[config.mk]
export PLATFORM = sky130hd
export DESIGN_NAME = vitals_frame_tx_flat
export DESIGN_NICKNAME = d
export VERILOG_FILES = /design/src/rtl/vitals_frame_tx_if.sv /design/src/rtl/vitals_frame_tx.sv /design/src/flat_wrapper.sv
export SDC_FILE = /design/constraint.sdc
export NUM_CORES = 1
export LEC_CHECK = 0
export CAP_MARGIN = 20
export CORE_ASPECT_RATIO = 0.9
export CORE_MARGIN = 1
export CORE_UTILIZATION = 45
export DETAILED_ROUTE_END_ITERATION = 10
export GPL_ROUTABILITY_DRIVEN = 1
export MAX_ROUTING_LAYER = met4
export PLACE_DENSITY = 0.72
export RECOVER_POWER = 50
export REMOVE_ABC_BUFFERS = 1
export SYNTH_ARGS = -nofsm -noshare
export SYNTH_HDL_FRONTEND = slang
export SYNTH_SLANG_ARGS = --single-unit
[constraint.sdc]
create_clock -name clk -period 1.97 [get_ports clk]
set_input_delay 0.2955 -clock clk [delete_from_list [all_inputs] [get_ports clk]]
set_output_delay 0.2955 -clock clk [all_outputs]
set_load 0.005 [all_outputs]
[src/rtl/vitals_frame_tx_if.sv]
// rtl/vitals_frame_tx_if.sv - sample capture and word-stream handshake bundle for vitals_frame_tx
// The slave modport is the transmitter's view; master is the source/sink environment.
interface vitals_frame_tx_if #(
  parameter int WIDTH = 10
);
  logic [WIDTH-1:0] age;
  logic [WIDTH-1:0] bloodP;
  logic [WIDTH-1:0] breathR;
  logic [WIDTH-1:0] heartB;
  logic             sample_valid;
  logic             sample_ready;
  logic [WIDTH-1:0] tx_data;
  logic             tx_valid;
  logic             tx_ready;
  logic             tx_is_age;
  logic             tx_last;

  modport master (
    output age, bloodP, breathR, heartB, sample_valid, tx_ready,
    input  sample_ready, tx_data, tx_valid, tx_is_age, tx_last
  );

  modport slave (
    input  age, bloodP, breathR, heartB, sample_valid, tx_ready,
    output sample_ready, tx_data, tx_valid, tx_is_age, tx_last
  );
endinterface

[src/rtl/vitals_frame_tx.sv]
// rtl/vitals_frame_tx.sv - serializes one vitals set into age/bloodP/breathR/heartB words
// Optional checksum word after heartB when VITALS_CHECKSUM_EN is defined.
module vitals_frame_tx #(
  parameter int WIDTH       = 10,
  parameter int FRAME_CNT_W = 16,
  parameter int AGE_PERIOD  = 0
) (
  input  logic                   clk,
  input  logic                   rst_n,
  vitals_frame_tx_if.slave       frame_if,
  output logic [FRAME_CNT_W-1:0] frame_count_o
);

  localparam int PCW = 16;
  localparam logic [PCW-1:0] PERIOD_LAST = (AGE_PERIOD > 0) ? PCW'(AGE_PERIOD - 1) : '0;

  typedef enum logic [2:0] {
    S_IDLE = 3'd0,
    S_AGE  = 3'd1,
    S_BP   = 3'd2,
    S_BR   = 3'd3,
`ifdef VITALS_CHECKSUM_EN
    S_HB   = 3'd4,
    S_CHK  = 3'd5
`else
    S_HB   = 3'd4
`endif
  } state_t;

  state_t state_q, state_d;

  logic                   init_q, init_d;
  logic [WIDTH-1:0]       age_q, age_d;
  logic [WIDTH-1:0]       bp_q, bp_d;
  logic [WIDTH-1:0]       br_q, br_d;
  logic [WIDTH-1:0]       hb_q, hb_d;
  logic                   has_age_q, has_age_d;
  logic                   pending_q, pending_d;
  logic [WIDTH-1:0]       last_age_q, last_age_d;
  logic [PCW-1:0]         period_q, period_d;
  logic [FRAME_CNT_W-1:0] count_q, count_d;

  logic             capture;
  logic             need_age;
  logic             period_hit;
  logic             xfer;
  logic [WIDTH-1:0] tx_data;
  logic             tx_valid;
  logic             tx_is_age;
  logic             tx_last;
  logic             sample_ready;
`ifdef VITALS_CHECKSUM_EN
  logic [WIDTH-1:0] checksum;

  assign checksum = bp_q + br_q + hb_q + (has_age_q ? age_q : '0);
`endif

  // init_q keeps sample_ready low until the first clock after reset release
  assign capture    = (state_q == S_IDLE) && init_q && frame_if.sample_valid;
  assign period_hit = (AGE_PERIOD > 0) && (period_q == PERIOD_LAST);
  assign need_age   = pending_q || (frame_if.age != last_age_q) || period_hit;
  assign xfer       = tx_valid && frame_if.tx_ready;

  always_ff @(posedge clk or negedge rst_n) begin
    if (!rst_n) begin
      state_q <= S_IDLE;
    end else begin
      state_q <= state_d;
    end
  end

  always_comb begin
    state_d = state_q;
    case (state_q)
      S_IDLE: if (capture) state_d = need_age ? S_AGE : S_BP;
      S_AGE:  if (xfer) state_d = S_BP;
      S_BP:   if (xfer) state_d = S_BR;
      S_BR:   if (xfer) state_d = S_HB;
`ifdef VITALS_CHECKSUM_EN
      S_HB:   if (xfer) state_d = S_CHK;
      S_CHK:  if (xfer) state_d = S_IDLE;
`else
      S_HB:   if (xfer) state_d = S_IDLE;
`endif
      default: state_d = S_IDLE;
    endcase
  end

  always_comb begin
    tx_data      = '0;
    tx_valid     = 1'b0;
    tx_is_age    = 1'b0;
    tx_last      = 1'b0;
    sample_ready = 1'b0;
    case (state_q)
      S_IDLE: sample_ready = init_q;
      S_AGE: begin
        tx_valid  = 1'b1;
        tx_data   = age_q;
        tx_is_age = 1'b1;
      end
      S_BP: begin
        tx_valid = 1'b1;
        tx_data  = bp_q;
      end
      S_BR: begin
        tx_valid = 1'b1;
        tx_data  = br_q;
      end
      S_HB: begin
        tx_valid = 1'b1;
        tx_data  = hb_q;
`ifndef VITALS_CHECKSUM_EN
        tx_last  = 1'b1;
`endif
      end
`ifdef VITALS_CHECKSUM_EN
      S_CHK: begin
        tx_valid = 1'b1;
        tx_data  = checksum;
        tx_last  = 1'b1;
      end
`endif
      default: begin
        tx_valid = 1'b0;
      end
    endcase
  end

  always_comb begin
    init_d     = 1'b1;
    age_d      = age_q;
    bp_d       = bp_q;
    br_d       = br_q;
    hb_d       = hb_q;
    has_age_d  = has_age_q;
    pending_d  = pending_q;
    last_age_d = last_age_q;
    period_d   = period_q;
    count_d    = count_q;
    if (capture) begin
      age_d     = frame_if.age;
      bp_d      = frame_if.bloodP;
      br_d      = frame_if.breathR;
      hb_d      = frame_if.heartB;
      has_age_d = need_age;
    end
    if (xfer && tx_is_age) begin
      pending_d  = 1'b0;
      last_age_d = age_q;
      period_d   = '0;
    end
    // Only frames without an age header advance the forced-header period
    if (xfer && tx_last) begin
      count_d = count_q + FRAME_CNT_W'(1);
      if (!has_age_q) period_d = period_q + PCW'(1);
    end
  end

  always_ff @(posedge clk or negedge rst_n) begin
    if (!rst_n) begin
      init_q     <= 1'b0;
      age_q      <= '0;
      bp_q       <= '0;
      br_q       <= '0;
      hb_q       <= '0;
      has_age_q  <= 1'b0;
      pending_q  <= 1'b1;
      last_age_q <= '0;
      period_q   <= '0;
      count_q    <= '0;
    end else begin
      init_q     <= init_d;
      age_q      <= age_d;
      bp_q       <= bp_d;
      br_q       <= br_d;
      hb_q       <= hb_d;
      has_age_q  <= has_age_d;
      pending_q  <= pending_d;
      last_age_q <= last_age_d;
      period_q   <= period_d;
      count_q    <= count_d;
    end
  end

  assign frame_if.tx_data      = tx_data;
  assign frame_if.tx_valid     = tx_valid;
  assign frame_if.tx_is_age    = tx_is_age;
  assign frame_if.tx_last      = tx_last;
  assign frame_if.sample_ready = sample_ready;
  assign frame_count_o         = count_q;

endmodule

[src/flat_wrapper.sv]
// flat-port wrapper written by rule: the top's interface ports become plain ports
module vitals_frame_tx_flat 
#(
  parameter int WIDTH       = 10,
  parameter int FRAME_CNT_W = 16,
  parameter int AGE_PERIOD  = 0
)
  (clk, rst_n, frame_count_o, frame_if_age, frame_if_bloodP, frame_if_breathR, frame_if_heartB, frame_if_sample_valid, frame_if_tx_ready, frame_if_sample_ready, frame_if_tx_data, frame_if_tx_valid, frame_if_tx_is_age, frame_if_tx_last);
  vitals_frame_tx_if #(.WIDTH(WIDTH)) frame_if_i ();
  input  logic clk;
  input  logic rst_n;
  output logic [FRAME_CNT_W-1:0] frame_count_o;
  input wire logic [$bits(frame_if_i.age)-1:0] frame_if_age;
  input wire logic [$bits(frame_if_i.bloodP)-1:0] frame_if_bloodP;
  input wire logic [$bits(frame_if_i.breathR)-1:0] frame_if_breathR;
  input wire logic [$bits(frame_if_i.heartB)-1:0] frame_if_heartB;
  input wire logic [$bits(frame_if_i.sample_valid)-1:0] frame_if_sample_valid;
  input wire logic [$bits(frame_if_i.tx_ready)-1:0] frame_if_tx_ready;
  output wire logic [$bits(frame_if_i.sample_ready)-1:0] frame_if_sample_ready;
  output wire logic [$bits(frame_if_i.tx_data)-1:0] frame_if_tx_data;
  output wire logic [$bits(frame_if_i.tx_valid)-1:0] frame_if_tx_valid;
  output wire logic [$bits(frame_if_i.tx_is_age)-1:0] frame_if_tx_is_age;
  output wire logic [$bits(frame_if_i.tx_last)-1:0] frame_if_tx_last;
  assign frame_if_i.age = frame_if_age;
  assign frame_if_i.bloodP = frame_if_bloodP;
  assign frame_if_i.breathR = frame_if_breathR;
  assign frame_if_i.heartB = frame_if_heartB;
  assign frame_if_i.sample_valid = frame_if_sample_valid;
  assign frame_if_i.tx_ready = frame_if_tx_ready;
  assign frame_if_sample_ready = frame_if_i.sample_ready;
  assign frame_if_tx_data = frame_if_i.tx_data;
  assign frame_if_tx_valid = frame_if_i.tx_valid;
  assign frame_if_tx_is_age = frame_if_i.tx_is_age;
  assign frame_if_tx_last = frame_if_i.tx_last;
  vitals_frame_tx #(.WIDTH(WIDTH), .FRAME_CNT_W(FRAME_CNT_W), .AGE_PERIOD(AGE_PERIOD)) u_core (.clk(clk), .rst_n(rst_n), .frame_if(frame_if_i), .frame_count_o(frame_count_o));
endmodule
Yosys cells after proc, flatten, opt, wreduce, memory -nomap -nowiden
Index checks and enable logic that the tools add are counted. W data, S select, Z words.

Div/mod/pow operators: 0. Shift operators: 0. $mul: 0. Muxes and demuxes: 12. Order comparisons: 0. Bitwise operators: 0. Add/sub/neg operators: 1. Reductions and logical operators: 9. Equality and inequality tests: 10.

Operators with widths (count): $pmux W10 S4 (1); $add A16 B1 Y16 const B (1); $mux W3 (5); $pmux W3 S5 (1); $ne A10 B10 Y1 (1); $ne A2 B1 Y1 const B (5); $eq A3 B2 Y1 const B (2); $logic_and A1 B1 Y1 (5); $reduce_and A5 Y1 (1); $mux W1 (4); $reduce_or A4 Y1 (1); $eq A3 B1 Y1 const B (1); $eq A3 B3 Y1 const B (1); $logic_not A3 Y1 (1); $mux W2 (1); $logic_or A1 B1 Y1 (1).

Bits in latches: 0. Word-level logic and storage cells: 41. RAM bits: 0. Input port bits: 44. Register bits after elaboration: 71. ROM bits: 0. Memories: 0.

Depth between registers and ports, before layout
Gate-level depths: netlist (run 1).

Depth in word-level cells: 6. Depth in mapped cells: 6. Gate-level depth less buffers: 4.

Least setup slack after synthesis (run 1)
No wires, ideal clock.

Kind: reg-to-output. From: register u_core.state_q[1]. To: output port frame_if_tx_data[0]. Setup slack: 0.398 ns. Buffers on the path: 2. Stages on the path, launching flop included: 6. Arrival: 1.277 ns. Cell sequence: dfrtp_1 > buf_2 > nor2b_1 > clkbuf_1 > a22oi_1 > o22ai_1.

Word-level cells in the longest chain between the ends: 2. Elaborated cells on any way between the ends: 5. Classes of those cells: 4 x eq/ne; 1 x mux.

Ends and longest elaborated chain: start: declaration (line vitals_frame_tx.sv:30) `state_t state_q, state_d;`; start signal: assignment (line vitals_frame_tx.sv:68) `state_q <= state_d;`; $eq A3 B3 Y1 (tied with other cells) (line vitals_frame_tx.sv:95) `case (state_q)`; $pmux W10 S4 * (line vitals_frame_tx.sv:95); end: declaration (line flat_wrapper.sv:20) `output wire logic [$bits(frame_if_i.tx_data)-1:0] frame_if_tx_data;`.

Mark *: on every way between the ends. The rest lies on a longest branch, timed or not.

Final worst setup path (run 1)
From: register u_core.state_q[1]. To: output port frame_if_tx_data[1].

The elaborated chain is that of the path after synthesis.

==> results.yml, run 1 <==
floorplan:
  initial_core_util_pct: 47.7
  chipWidth_um: 94.2
  io_pins: 74
  die_area_um2: 8010
  placementRows: 29
  die_h_um: 85.0
  core_area_um2: 7220
setup_path:
  crit_path_cell_trace: "buf_6 -> nor2b_4 -> buf_6 -> a22oi_2 -> o22ai_1 -> clkbuf_2"
  cp-end-kind: "output pin"
  critPathLaunchType: "flop"
  r2r_cells: 5
  critical_path_buf_inv_count: 3
  cp.arrival_ps: 1600
  crit_path_top_delay_cell: "dfrtp_2"
  crit_family: "flip-flops"
  crit_type: "flop to output pin"
  crit_path_frequent_cell: "buf_6"
  critPathMaxStageDelay_ps: 440
  required_ps: 1670
  worstPathMaxFanout: 5
  path_depth: 6
global_route:
  grt_pass1_vias: 2398
  grt_usage_pct: 21.0
  grt_pass1_wl_um: 12200
  grt_antenna_before_repair: 0
  grt_max_degree: 72
  gr-total-overflow: 0
timing:
  finalSetupTns_ps: 0
  finalClockSkew_ps: 4.68
  setup_viol: 0
  hold_viol: 0
  finalCriticalPeriod_ps: 1890
  timing.fmax_ghz: 0.528
  maxSlewViolCount: 0
  layout_setup_ws_ps: 75.3
  tightest_slew_ps: 951
  rsz0062_at_grt: "false"
  fin_crit_sh_pct: 96.2
  slew_headroom_pct: 36.6
final_layout:
  drive_gt1_share_pct: 31.8
  fin_nets: 386
  final_util_pct: 65.4
  area_growth_pct: 37.2
  antenna_cells: 0
clock_network:
  cts_tree: "yes"
  insertion_delay_ps: 340
  clockRootBuffer: "clkbuf_8"
  cts_num_sinks: 71
  cts_inserted_buffers: 9
  htreeDepth: 3
  clk_path_buf_depth: 2
  clk_pin_slew_ps: 70
placed_design:
  place_ws_ps: 39.9
  gp_congestion: 0.758
  dpl.hpwl_um: 4920
  portBuffers: 73
logic_synthesis:
  synth_seq_cells: 71
  syn_avg_cell_area_um2: 13.8
  yosys_warnings: 0
  synth_cells: 249
  ys_seq_area_share_pct: 51.6
  ys_types: 36
  synth_area_um2: 3440
route:
  drcViolationCount: 0
  vias: 2295
  wl_um: 7150
  dr.pass1.iters: 4
  avgViaCountPerCell: 5.23
  wl_per_cell_um: 16.3
  drtIter0Drc: 82
  ant_nets: 0
run_status:
  status: "finished clean"
flow_run:
  maxCapViolCount: 0
power:
  p_leak_nw: 2.20
  power_density_nw_per_um2: 1410
  ir_drop_v: 0.000774
min_path:
  hp-class: "flop to flop"
  worstHoldPathCells: 1
[state kept, by name (all words and copies together), names as in the netlist]
signal                flops
u_core.frame_count_o     16
u_core.br_q              10
u_core.state_q            3
u_core.last_age_q        10
u_core.age_q             10
u_core.hb_q              10
u_core.init_q             1
u_core.bp_q              10
u_core.pending_q          1
[repair_timing]
item,CTS,global route
pin swaps,9,10
resized for setup,45,26
hold endpoints to repair,70,0
cloned,2,0
hold buffers,1,0
buffers inserted,4,2
endpoints found under the setup margin,14,12
[cells in the mapped netlist (all sizes together)]
library cell | count | area, um^2
nor2b | 4 | 25.0
ha | 1 | 12.5
xnor2 | 13 | 114
dfstp | 1 | 26.3
a21oi | 3 | 15.0
a22o | 1 | 8.76
o22ai | 12 | 75.1
nand2 | 10 | 40.0
clkbuf | 4 | 15.0
buf | 11 | 83.8
and3 | 2 | 12.5
nor4 | 3 | 33.8
xor2 | 13 | 114
mux2i | 11 | 110
and2 | 4 | 25.0
nor3 | 3 | 15.0
dfrtp | 70 | 1750
nand4bb | 1 | 27.5
nand4b | 2 | 17.5
inv | 1 | 3.75
mux2 | 50 | 713
o41a | 1 | 11.3
and4bb | 1 | 12.5
nor2 | 3 | 11.3
a22oi | 10 | 75.1
nand3 | 7 | 35.0
nor4b | 1 | 23.8
conb | 1 | 3.75
nand2b | 1 | 6.26
nand4 | 4 | 25.0
[worst paths after layout]
path	from	to	slack [ps]
hold reg to reg	u_core.frame_count_o[15]$_DFFE_PN0P_	u_core.frame_count_o[15]$_DFFE_PN0P_	480
min in group asynchronous	rst_n	u_core.frame_count_o[4]$_DFFE_PN0P_	750
max in group asynchronous	rst_n	u_core.state_q[1]$_DFFE_PN0P_	570
hold / removal	u_core.frame_count_o[15]$_DFFE_PN0P_	u_core.frame_count_o[15]$_DFFE_PN0P_	480
setup / recovery	u_core.state_q[1]$_DFFE_PN0P_	frame_if_tx_data[1]	80
setup reg to reg	u_core.state_q[0]$_DFFE_PN0P_	u_core.frame_count_o[15]$_DFFE_PN0P_	170
[per-stage QoR]
| step | power, mW | cells | hold WS [ps] | area (um^2) |
|---|---|---|---|---|
| floorplan | 3.98 | 234 | -0.0911 | 3340 |
| global placement | 5.00 | 414 | 348 | 4330 |
| detailed placement | 5.05 | 414 | 351 | 4330 |
| CTS | 6.66 | 437 | 493 | 4720 |
| global route | 7.05 | 439 | 505 | 4730 |
| finish | 6.65 | 439 | 475 | 4730 |
[kinds of logic (layout without fill, tap and decap cells)]
kind of cell,count (synthesis),after routing,share of synthesized area (%)
mux,61,61,23.9
simple gates,46,46,9.01
compound gates,27,27,5.38
flops,71,71,51.6
xor+xnor,26,26,6.61
buf+inv,16,113,2.98
fa+ha+maj,1,1,0.363
other cells,1,1,0.109
[placed cells by master, fill, tap and decap left out, types with 3 or more instances in the layout]
master,count
dfrtp_1,68
clkdlybuf4s50_1,52
mux2_4,40
xnor2_1,13
xor2_1,13
o22ai_1,11
buf_4,11
a22oi_2,10
mux2_1,10
clkbuf_8,10
clkbuf_2,10
mux2i_1,9
nand2_1,8
nand3_1,7
dlygate4sd3_1,7
buf_6,5
nand4_1,4
clkbuf_1,4
buf_12,4
and2_1,3
nor3_1,3
a21oi_1,3
bufinv_16,3
[where the power goes]
group          internal [mW]  total (mW)  switching [mW]
logic                   1.70        2.72            1.02
registers               2.04        2.52           0.483
clock network          0.878        1.40           0.524
[layer usage]
metal	vias to the layer above	GRT usage (%)	part of all wire, %
met1	1134	28.1	45
li1	1081	-	-
met5	-	-	0
met3	6	5.73	5.9
met2	74	31.8	48
met4	0	5.03	0.67
[layout make-up]
cell class              instances  area [um^2]
flip-flops and latches         71         1780
clock inverters                 3         90.1
multi-input cells             162         1670
fillers                       566         2490
inverters                       1         3.75
repair buffers                 96          918
clock buffers                  13          149
well taps                      93          116
No activity file was read; power rests on OpenSTA's default activity.
==> run 2, diff against run 1 <==
==> constraint.sdc (replaced) <==
create_clock -name clk -period 2.3 [get_ports clk]
set_input_delay 0.345 -clock clk [delete_from_list [all_inputs] [get_ports clk]]
set_output_delay 0.345 -clock clk [all_outputs]
set_load 0.02 [all_outputs]
==> results.yml, run 2 (same netlist as run 1, synthesis figures left out) <==
final_layout:
  fillers: 624
  fin_nets: 374
  antenna_cells: 0
  area_growth_pct: 27.5
  mostFrequentLayoutCells: "69 x dfrtp_1, 55 x clkdlybuf4s50_1, 40 x mux2_4"
  drive_gt1_share_pct: 20.5
  final_common_cell: "dfrtp_1"
  final_util_pct: 60.8
  largest_reg_flops: 16
  postLayoutCellArea_um2: 4390
clock_network:
  clk_pin_slew_ps: 70
  insertion_delay_ps: 340
  clk_path_buf_depth: 2
  htreeDepth: 3
  clockRootBuffer: "clkbuf_8"
  cts_tree: "yes"
  cts_inserted_buffers: 9
  cts_num_sinks: 71
  post_cts_buffers: 0
setup_path:
  cp.arrival_ps: 1810
  r2r-start: "u_core.state_q[1]$_DFFE_PN0P_"
  worstPathMaxFanout: 12
  cp-startpoint: "u_core.state_q[0]$_DFFE_PN0P_"
  crit_type: "flop to output pin"
  critPathCapture: "frame_if_tx_data[7]"
  r2r_cells: 5
  critPathLaunchType: "flop"
  cp-end-kind: "output pin"
  required_ps: 1960
  rrSetupSlack_ps: 280
  reg2reg_to: "u_core.frame_count_o[15]$_DFFE_PN0P_"
route:
  met3_length_um: 369
  ant_nets: 0
  drt-met1-wl_um: 3280
  wl_um: 7040
  avgViaCountPerCell: 5.24
  vias: 2223
  wl_per_cell_um: 16.6
  drcViolationCount: 0
  met2_length_um: 3290
  highest_layer: "met4"
  drtIter0Drc: 72
  dr.pass1.iters: 4
global_route:
  grt_usage_pct: 20.0
  gr-total-overflow: 0
  grt_max_degree: 49
  grt_pass1_wl_um: 11600
  grt_pass1_vias: 2289
  grt_antenna_before_repair: 0
floorplan:
  die_h_um: 85.0
  chipWidth_um: 94.2
  initial_core_util_pct: 47.7
  io_pins: 74
  placementRows: 29
  die_area_um2: 8010
  core_area_um2: 7220
timing:
  timing.fmax_ghz: 0.464
  fin_crit_sh_pct: 93.8
  layout_setup_ws_ps: 143
  rsz0062_at_grt: "false"
  tightest_slew_ps: 1350
  slew_headroom_pct: 10.3
  finalClockSkew_ps: 4.40
  finalCriticalPeriod_ps: 2160
  hold_viol: 0
  finalSetupTns_ps: 0
  setup_viol: 0
  maxSlewViolCount: 0
placed_design:
  portBuffers: 73
  dpl.hpwl_um: 5000
  placed_cell_area_um2: 4270
  place_ws_ps: 111
  gp_congestion: 0.761
min_path:
  hp-class: "flop to flop"
power:
  combPwrFrac_pct: 43.3
  ir_drop_v: 0.000701
  netSwitchingPower_mw: 1.79
  switching_share_pct: 34.6
  p_leak_nw: 2.05
  power_density_nw_per_um2: 1180
  intPower_mw: 3.39
  clkPwrFrac_pct: 15.7
  p_seq_share_pct: 41.0
run_status:
  status: "finished clean"
flow_run:
  maxCapViolCount: 0
==> run 2: changes by cell type in the layout (fill, tap and decap cells not counted), moves of 3 or more <==
cell,change
a22oi_1,+10
dlygate4sd3_1,-3
a22oi_2,-10
clkbuf_2,-10
buf_6,-4
buf_12,-4
bufinv_16,-3
clkdlybuf4s50_1,+3
dlygate4sd2_1,+11
==> run 2: cell type report <==
type / count / area, um^2 / area share, %
Sequential cell: 71 / 1780 / 40.5
Multi-Input combinational cell: 162 / 1540 / 35.1
Timing Repair Buffer: 84 / 800 / 18.2
Clock buffer: 11 / 141 / 3.22
Tap cell: 93 / 116 / 2.65
Clock inverter: 2 / 10.0 / 0.228
Inverter: 1 / 3.75 / 0.0855
==> run 2: metrics by stage <==
stage,hold slack [ps],cells,power (mW)
after floorplan,49.4,234,3.62
after global placement,375,410,4.46
after detailed placement,377,410,4.51
after CTS,479,424,5.27
after global routing,510,424,5.50
final,468,424,5.19
==> run 2: worst min path at each step <==
stage | start | to | slack (ps) | cells after the start
global route | u_core.frame_count_o[15]$_DFFE_PN0P_ | u_core.frame_count_o[15]$_DFFE_PN0P_ | 510 | 1
CTS | u_core.frame_count_o[15]$_DFFE_PN0P_ | u_core.frame_count_o[15]$_DFFE_PN0P_ | 480 | 1
detailed placement | rst_n | u_core.frame_count_o[4]$_DFFE_PN0P_ | 380 | 1
global placement | rst_n | u_core.frame_count_o[6]$_DFFE_PN0P_ | 370 | 1
floorplan | rst_n | u_core.age_q[0]$_DFFE_PN0P_ | 50 | 0
finish | u_core.frame_count_o[15]$_DFFE_PN0P_ | u_core.frame_count_o[15]$_DFFE_PN0P_ | 470 | 1
==> run 2: per-layer routing <==
metal / vias to the layer above / global-route usage [%]
met4: 0 / 7.55
li1: 1050 / -
met5: - / -
met1: 1093 / 26.5
met3: 12 / 4.66
met2: 68 / 30.0
==> run 2: power by group through the flow <==
stage | clock network, mW | logic, mW | registers [mW]
final | 0.815 | 2.24 | 2.13
after global routing | 0.899 | 2.41 | 2.18
after CTS | 0.853 | 2.29 | 2.12
after detailed placement | 0 | 2.39 | 2.13
after global placement | 0 | 2.35 | 2.11
after floorplan | 0 | 1.52 | 2.11
==> run 2: critical path, cell delays in order, from the launching register on <==
cell and delay [ps]:
dfrtp_2 470, nand2b_1 330, o22ai_1 310, dlygate4sd2_1 360
==> run 2: timing repair <==
item                                    CTS  global route
hold buffers                              1             0
gates resized for setup                  16             1
endpoints found under the setup margin   14             1
hold endpoints to repair                  5             0
